### src/rtl/perf_pkg.sv
// Shared types and constants for the performance report streamer.
// The header word layout lives here so that any sink-side decoder can
// import the same definition.
package perf_pkg;

  // Report FSM states, in the order the packet words are emitted.
  typedef enum logic [2:0] {
    RPT_IDLE,
    RPT_HDR,
    RPT_BR,
    RPT_IPC,
    RPT_MEM
  } rpt_state_e;

  // Header sync byte and payload word count.
  localparam logic [7:0] RPT_SYNC   = 8'hA5;
  localparam logic [7:0] RPT_NWORDS = 8'h03;

  // Packet word width; every metric counter must fit inside it.
  localparam int RPT_DATA_W = 32;

  // Header word: {sync, sequence number, overrun count, payload words}.
  function automatic logic [RPT_DATA_W-1:0] rpt_hdr(input logic [7:0] seq,
                                                    input logic [7:0] ovr);
    return {RPT_SYNC, seq, ovr, RPT_NWORDS};
  endfunction

endpackage

### src/rtl/perf_tick_gen.sv
// Free-running period counter with an enable. Emits a one-cycle tick on
// the last count of every REPORT_PERIOD-cycle period. Dropping the enable
// clears the count, so a re-enable always starts a full fresh period.
// Reusable by any block that needs a periodic sample strobe.
module perf_tick_gen #(
  parameter int REPORT_PERIOD = 1000,
  parameter int CNT_W         = $clog2(REPORT_PERIOD)
) (
  input  logic i_clk,
  input  logic i_rst,
  input  logic i_en,
  output logic o_tick
);

  localparam logic [CNT_W-1:0] LAST_CNT = CNT_W'(REPORT_PERIOD - 1);

  logic [CNT_W-1:0] per_cnt_q;
  logic [CNT_W-1:0] per_cnt_d;
  logic             at_last;

  assign at_last = (per_cnt_q == LAST_CNT);

  // Next count: clear while disabled, wrap on the last count, else step.
  always_comb begin
    per_cnt_d = per_cnt_q;
    if (!i_en) begin
      per_cnt_d = '0;
    end else if (at_last) begin
      per_cnt_d = '0;
    end else begin
      per_cnt_d = per_cnt_q + CNT_W'(1);
    end
  end

  // Period counter register.
  always_ff @(posedge i_clk or posedge i_rst) begin
    if (i_rst) begin
      per_cnt_q <= '0;
    end else begin
      per_cnt_q <= per_cnt_d;
    end
  end

  // Tick only while enabled; a disabled counter never fires.
  assign o_tick = i_en && at_last;

endmodule

### src/rtl/perf_report_streamer.sv
// Periodically snapshots the three evaluation metrics and streams them out
// as a 4-word packet: header, branch-correct, IPC, memory-penalty.
//
// Handshake: o_rpt_valid, o_rpt_data and o_rpt_last all come straight from
// flops. A word is transferred on a rising clock edge where o_rpt_valid and
// i_rpt_ready are both high; until then the word and its last flag are held
// unchanged. Valid never looks at ready combinationally.
//
// Reports falling due while a packet is still in flight are dropped and
// counted in a saturating overrun counter. The header carries the overrun
// count as it stood when the header was loaded; later overruns show up in
// the next packet.
module perf_report_streamer
  import perf_pkg::*;
#(
  parameter int BR_CNT_W      = 10,
  parameter int IPC_CNT_W     = 10,
  parameter int MEM_PEN_CNT_W = 7,
  parameter int REPORT_PERIOD = 1000
) (
  input  logic                     i_clk,
  input  logic                     i_rst,
  input  logic                     i_en,
  input  logic [BR_CNT_W-1:0]      i_br_correct_eval,
  input  logic [IPC_CNT_W-1:0]     i_ipc_eval,
  input  logic [MEM_PEN_CNT_W-1:0] i_mem_pen,
  output logic                     o_rpt_valid,
  output logic [RPT_DATA_W-1:0]    o_rpt_data,
  output logic                     o_rpt_last,
  input  logic                     i_rpt_ready,
  output logic [7:0]               o_overrun_cnt,
  output logic                     o_busy
);

  // ---------------------------------------------------------------------
  // Report tick
  // ---------------------------------------------------------------------
  logic tick;

  perf_tick_gen #(
    .REPORT_PERIOD(REPORT_PERIOD)
  ) u_tick_gen (
    .i_clk (i_clk),
    .i_rst (i_rst),
    .i_en  (i_en),
    .o_tick(tick)
  );

  // ---------------------------------------------------------------------
  // State. state_q is the FSM state and the natural probe point for
  // anything watching packet progress.
  // ---------------------------------------------------------------------
  rpt_state_e                state_q,    state_d;
  logic [7:0]                seq_q,      seq_d;
  logic [7:0]                ovr_q,      ovr_d;
  logic [BR_CNT_W-1:0]       snap_br_q,  snap_br_d;
  logic [IPC_CNT_W-1:0]      snap_ipc_q, snap_ipc_d;
  logic [MEM_PEN_CNT_W-1:0]  snap_mem_q, snap_mem_d;
  logic                      valid_q,    valid_d;
  logic [RPT_DATA_W-1:0]     data_q,     data_d;
  logic                      last_q,     last_d;

  logic hs;

  assign hs = valid_q && i_rpt_ready;

  // Next-state, snapshot, counters and the registered word mux.
  always_comb begin
    state_d    = state_q;
    seq_d      = seq_q;
    ovr_d      = ovr_q;
    snap_br_d  = snap_br_q;
    snap_ipc_d = snap_ipc_q;
    snap_mem_d = snap_mem_q;
    valid_d    = valid_q;
    data_d     = data_q;
    last_d     = last_q;

    // A tick while busy is dropped; this includes the MEM handshake cycle.
    if (tick && (state_q != RPT_IDLE) && (ovr_q != 8'hFF)) begin
      ovr_d = ovr_q + 8'd1;
    end

    unique case (state_q)
      RPT_IDLE: begin
        if (tick) begin
          state_d    = RPT_HDR;
          snap_br_d  = i_br_correct_eval;
          snap_ipc_d = i_ipc_eval;
          snap_mem_d = i_mem_pen;
        end
      end
      RPT_HDR: if (hs) state_d = RPT_BR;
      RPT_BR:  if (hs) state_d = RPT_IPC;
      RPT_IPC: if (hs) state_d = RPT_MEM;
      RPT_MEM: begin
        if (hs) begin
          state_d = RPT_IDLE;
          seq_d   = seq_q + 8'd1;
        end
      end
      default: state_d = RPT_IDLE;
    endcase

    // Output word is reloaded only on a state change, which keeps it
    // frozen while the sink stalls. The header uses the overrun count as
    // it stands now, since no overrun can occur in the IDLE->HDR cycle.
    if (state_d != state_q) begin
      valid_d = (state_d != RPT_IDLE);
      last_d  = (state_d == RPT_MEM);
      unique case (state_d)
        RPT_HDR: data_d = rpt_hdr(seq_q, ovr_q);
        RPT_BR:  data_d = RPT_DATA_W'(snap_br_d);
        RPT_IPC: data_d = RPT_DATA_W'(snap_ipc_d);
        RPT_MEM: data_d = RPT_DATA_W'(snap_mem_d);
        default: data_d = '0;
      endcase
    end
  end

  // All FSM state and registered outputs; async reset clears everything.
  always_ff @(posedge i_clk or posedge i_rst) begin
    if (i_rst) begin
      state_q    <= RPT_IDLE;
      seq_q      <= '0;
      ovr_q      <= '0;
      snap_br_q  <= '0;
      snap_ipc_q <= '0;
      snap_mem_q <= '0;
      valid_q    <= 1'b0;
      data_q     <= '0;
      last_q     <= 1'b0;
    end else begin
      state_q    <= state_d;
      seq_q      <= seq_d;
      ovr_q      <= ovr_d;
      snap_br_q  <= snap_br_d;
      snap_ipc_q <= snap_ipc_d;
      snap_mem_q <= snap_mem_d;
      valid_q    <= valid_d;
      data_q     <= data_d;
      last_q     <= last_d;
    end
  end

  assign o_rpt_valid   = valid_q;
  assign o_rpt_data    = data_q;
  assign o_rpt_last    = last_q;
  assign o_overrun_cnt = ovr_q;
  assign o_busy        = (state_q != RPT_IDLE);

endmodule

### config.mk
export PLATFORM = sky130hd
export DESIGN_NAME = perf_report_streamer
export DESIGN_NICKNAME = d
export VERILOG_FILES = /design/src/rtl/perf_pkg.sv /design/src/rtl/perf_tick_gen.sv /design/src/rtl/perf_report_streamer.sv
export SDC_FILE = /design/constraint.sdc
export NUM_CORES = 1
export LEC_CHECK = 0
export BUFFER_PORTS_ARGS = -buffer_cell sky130_fd_sc_hd__buf_4
export CELL_PAD_IN_SITES_DETAIL_PLACEMENT = 1
export CELL_PAD_IN_SITES_GLOBAL_PLACEMENT = 1
export CORE_MARGIN = 3
export CORE_UTILIZATION = 44
export CTS_CLUSTER_DIAMETER = 40
export CTS_CLUSTER_SIZE = 8
export DETAILED_ROUTE_END_ITERATION = 10
export PLACE_DENSITY_LB_ADDON = 0.1
export SLEW_MARGIN = 20
export SYNTH_ARGS = -nofsm -noshare
export SYNTH_HDL_FRONTEND = slang
export SYNTH_HIERARCHICAL = 1
export SYNTH_SLANG_ARGS = --single-unit
### constraint.sdc
create_clock -name i_clk -period 4 [get_ports i_clk]
set_clock_uncertainty 0.15 [all_clocks]
set_input_delay 0.2 -clock i_clk [delete_from_list [all_inputs] [get_ports i_clk]]
set_output_delay 0.2 -clock i_clk [all_outputs]
set_load 0.01 [all_outputs]
* Yosys cells after proc, flatten, opt, wreduce, memory -nomap -nowiden *
Index checks and enable logic that the tools add are counted.

storage, ports and cells
  latch bits = 0
  memories kept = 0
  bits in writable memories = 0
  output and inout port bits = 43
  bits in read-only memories = 0
  register bits after elaboration = 90
  word-level logic and storage cells = 47

operators by class
  magnitude comparators = 0
  bitwise logic cells = 0
  mux-type cells = 15
  $mul = 0
  divide/modulo/power cells = 0
  add/subtract/negate cells = 3
  shifts and indexed selects = 0
  reductions and logical operators = 8
  equal/unequal tests = 11

operator list
  kind                                                              number
  32-bit one-hot mux with 4 select lines                            1
  10-bit two-way mux                                                6
  8-bit by 1-bit adder with 8-bit output (second input constant)    2
  3-bit two-way mux                                                 5
  3-bit one-hot mux with 5 select lines                             1
  7-bit two-way mux                                                 2
  3-bit by 2-bit == test with 1-bit output (second input constant)  4
  10-bit by 1-bit adder with 10-bit output (second input constant)  1
  10-bit == test (second input constant)                            1
  8-bit inequality test (second input constant)                     1
  3-bit by 1-bit == test with 1-bit output (second input constant)  2
  3-bit == test (second input constant)                             2
  3-bit nonzero test                                                2
  1-bit logical AND                                                 4
  3-bit logical NOT                                                 1
  3-bit inequality test                                             1
  2-bit AND reduction                                               1

* Depth between registers and ports, before layout *
  word-level depth = 6
  depth in mapped cells = 9
  gate-level depth less buffers = 8

* By module *
The synthesis kept the hierarchy.

by module, submodules not included
  module                cells each  area an instance (µm²)  times used
  perf_report_streamer  250         3216.8                  1
  perf_tick_gen         56          553.0                   1

* Worst setup path before layout *
OpenSTA, ideal clock, no wires.

  kind = reg2reg
  start = register u_tick_gen.per_cnt_q[0]
  end = register data_q[6], in the netlist o_rpt_data[6]
  arrival = 2.629 ns
  path slack = 1.095 ns
  cell stages (with the launch flop) = 10
  data required time = 3.724 ns
  path buffers = 1
  cell sequence = dfrtp_1 > ha_1 > nand2_2 > nor3_1 > and3_1 > nor4b_4 > buf_6 > mux2_1 > a32o_1 > a221o_1

RTL lines
  element                                 line                         source
  from (decl)                             perf_tick_gen.sv:17          logic [CNT_W-1:0] per_cnt_q;
  from (signal assigned)                  perf_tick_gen.sv:40          per_cnt_q <= per_cnt_d;
  10-bit == test                          perf_tick_gen.sv:21          assign at_last = (per_cnt_q == LAST_CNT);
  1-bit logical AND                       perf_tick_gen.sv:45          assign o_tick = i_en && at_last;
  net tick                                perf_report_streamer.sv:38   logic tick;
  7-bit two-way mux                       perf_report_streamer.sv:86   if (tick) begin
  7-bit two-way mux                       perf_report_streamer.sv:84   unique case (state_q)
  net snap_mem_d[6]                       perf_report_streamer.sv:58   logic [MEM_PEN_CNT_W-1:0] snap_mem_q, snap_mem_d;
  32-bit one-hot mux with 4 select lines  perf_report_streamer.sv:111  unique case (state_d)
  to (signal assigned)                    perf_report_streamer.sv:141  data_q <= data_d;
  to (decl)                               perf_report_streamer.sv:60   logic [RPT_DATA_W-1:0] data_q, data_d;

The timed path passes the listed nets, and every way through them passes these cells.
A chain may end at the register's enable or synchronous reset.

* Worst setup path after layout *
  start = register u_tick_gen.per_cnt_q[0]
  end = register data_q[6], in the netlist o_rpt_data[6]

RTL lines
  element                                 line                         source
  10-bit == test                          perf_tick_gen.sv:21
  1-bit logical AND                       perf_tick_gen.sv:45
  net tick                                perf_report_streamer.sv:38
  10-bit two-way mux                      perf_report_streamer.sv:86
  10-bit two-way mux                      perf_report_streamer.sv:84
  net snap_br_d[6]                        perf_report_streamer.sv:56   logic [BR_CNT_W-1:0] snap_br_q, snap_br_d;
  32-bit one-hot mux with 4 select lines  perf_report_streamer.sv:111

The timed path passes the listed nets, and every way through them passes these cells.

==> results by group <==
Clock network
  • Clk buf depth: 2
  • CTS tree: built
  • CTS root buf: clkbuf_8
  • CTS Sinks: 83
  • Clock Latency Late Sink: 350 ps
  • Clock transition at the registers of the reported paths: ~90 ps
  • TritonCTS buffer count: 9
  • CTS HTree Levels: 3

Power and ir drop
  • Pwr Density: 346 nW/um^2
  • VDD IR-drop max: 195 uV
  • Pleak: 2.49 nW

STA
  • Fin crit share: 0.815
  • Final setup fails: 0
  • Setup TNS: 0 ps
  • Max frequency: around 300 MHz
  • Setup repair after global routing missed its margin: no
  • Final worst-path setup slack: approximately 740 ps
  • Worst slew pin tran: around 1000 ps
  • Slew margin rel.: 0.331
  • Pins over their slew limit: 0
  • Minimum clock period: around 3300 ps
  • Endpoints failing hold: 0

Global routing
  • Grt total ovfl: 0
  • Met1 Usage GRT: 0.282
  • First-pass GRT wire length: 15,800 um
  • M3 GR Usage: 0.0262
  • Most Crowded Layer GR: met2
  • Vias in the first global route: between 3,000 and 4,000
  • Total track usage: 0.205
  • Met2 Use GR: 0.342
  • Largest net degree at the start of global routing: 39
  • Initial antenna violation count: 0

Finish
  • Commonest non-fill, non-tap cell in the layout: dfrtp_1
  • Layout area overhead: 29.3%
  • Nets: around 440
  • Fill count: 868
  • Fin util: 0.590
  • Share of cells above drive strength 1: 0.297
  • Post-Layout Cell Count: between 500 and 600
  • # diodes: 0
  • Commonest non-fill, non-tap cells in the layout: dfrtp_1, buf_4, dlygate4sd3_1

Routing
  • DR vias/cell: between 5 and 6
  • Antenna viol nets, final: 0
  • DR WL/cell: around 19 um
  • DRT Pass-1 Iters: 4
  • Drt total wl: between 9000 and 10,000 um
  • 1st-iter DRT viols: 88
  • Via count: roughly 2,800
  • DRC viols: 0

Worst setup path
  • Critical Path AT: ~3400 ps
  • Startpoint types: flop
  • CP max FO: 29
  • WP data required: between 4000 and 5000 ps
  • CP delay by family, top: simple AND/OR/NAND/NOR gates
  • Critical-path cell list: ha_1 -> nand2_2 -> nor3_1 -> and3_1 -> nor4b_4 -> buf_4 -> mux2_2 -> a32o_1 -> a221o_1
  • Critical path's slowest cell: buf_4
  • WP buf/inv: 1
  • WS Path Type: reg -> reg
  • Crit path largest cell delay: roughly 420 ps
  • Crit end category: flop

Floorplan
  • Vert. Die Dim: roughly 99 um
  • Core Region: between 8000 and 9000 sq um
  • Num ports: 74
  • Initial Utilization: 0.457
  • Die area: between 9000 and 10,000 sq um
  • Cell row count: 33
  • DIE WIDTH: slightly below 100 um

Placement
  • Placed insts: about 470
  • I/O Buffers: 69
  • Gp weighted congestion: roughly 0.73
  • Final HPWL DP: 6160 um
  • Pre-CTS setup slack: between 700 and 800 ps

Synth
  • Syn Area/Cell: roughly 12 sq um
  • Synth Instances: 306
  • FF+latch count, synth: just over 80
  • Post-synth top flop: dfrtp_1
  • Post-synth EDFFs: 0
  • Synth Warn #: 6
  • Post-Syn Area: approximately 3800 sq um
  • Sequential area share after synthesis: 0.551
  • Async SR Flop Fraction: 1.00
  • Post-synthesis cell type count: 50

Run
  • Max_cap viols: 0

Worst hold path
  • Hold crit path type: in -> reg

Outcome
  • Status: complete, no violations
[cells in the mapped netlist (all sizes together) (3+ instances only)]
cell / n / share of area
a21o: 3 / 0.0060
a21oi: 6 / 0.0080
a221o: 9 / 0.024
a22o: 15 / 0.035
a32o: 6 / 0.016
and2: 3 / 0.0050
and3: 9 / 0.015
buf: 17 / 0.033
dfrtp: 83 / 0.55
ha: 3 / 0.010
inv: 11 / 0.011
mux2: 24 / 0.072
mux2i: 7 / 0.019
nand2: 10 / 0.011
nand3: 14 / 0.019
nand4: 5 / 0.0083
nor2: 18 / 0.018
nor3: 7 / 0.0093
o2bb2ai: 5 / 0.013
xnor2: 11 / 0.026
xor2: 9 / 0.021
[routing by layer]
| metal | part of all wire | up-vias | wire length [um] |
|---|---|---|---|
| li1 | - | 1295 | - |
| met1 | 0.45 | 1438 | 4310 |
| met2 | 0.50 | 61 | 4740 |
| met3 | 0.037 | 10 | 353 |
| met4 | 0.010 | 0 | 96 |
| met5 | 0 | - | 0 |
[power breakdown]
part,internal (mW),switching [mW]
clock,0.453,0.313
sequential,0.842,0.00426
combinational,0.0409,0.0335
[final cells by class]
cell class                 instances  area [sq um]  share of cell area
clock inverter                     5           108              0.0221
sequential                        83          2080               0.426
timing repair buffer             101           828               0.170
clock buffer                      11           151              0.0311
tap                              105           131              0.0270
multi-input combinational        196          1540               0.315
inverter                          11          41.3             0.00847
[stage by stage]
stage / cell area [sq um] / total power, mW / hold WS (ps)
2_1_floorplan: 3780 / 0.887 / -110
3_3_place_gp: 4330 / 0.915 / 75.6
3_5_place_dp: 4330 / 0.916 / 72.5
4_1_cts: 4870 / 1.70 / 16.4
5_1_grt: 4870 / 1.75 / 24.6
6_report: 4870 / 1.69 / 25.4
[sequential cells by signal, summed over array words and instances (netlist names)]
| register | flops |
|---|---|
| u_tick_gen/per_cnt_q | 10 |
| o_rpt_last | 1 |
| snap_ipc_q | 10 |
| o_overrun_cnt | 8 |
| seq_q | 8 |
| state_q | 3 |
| snap_mem_q | 7 |
| o_rpt_valid | 1 |
| snap_br_q | 10 |
| o_rpt_data | 25 |
[timing repair]
item / 4_1_cts / 5_1_grt
hold buffers: 28 / 0
buffers inserted: 0 / 0
hold endpoints to repair: 72 / 0
resized for setup: 0 / 0
[worst paths after layout]
check | startpoint | cells after the start | endpoint | slack [ps]
hold reg to reg | seq_q[7] | 1 | seq_q[7] | 330
hold / removal | i_en | 2 | u_tick_gen/per_cnt_q[8] | 30
setup reg to reg | u_tick_gen/per_cnt_q[0] | 9 | o_rpt_data[6] | 740
min in group asynchronous | i_rst | 3 | u_tick_gen/per_cnt_q[5] | 250
max in group asynchronous | i_rst | 4 | seq_q[1] | 2340
setup / recovery | u_tick_gen/per_cnt_q[0] | 9 | o_rpt_data[6] | 740
[logic make-up (layout without fill, tap and decap cells)]
group,count (synthesis),in the layout,share of synthesized area
DFF,83,83,0.551
AOI/OAI and AO/OA,59,59,0.137
buffers and inverters,30,128,0.0455
and+or+nand+nor,79,79,0.119
other,1,4,0.000995
adders and majority gates,3,3,0.00996
muxes,31,31,0.0903
xor gates and xnor gates,20,20,0.0465
No activity file was read; power rests on OpenSTA's default activity.
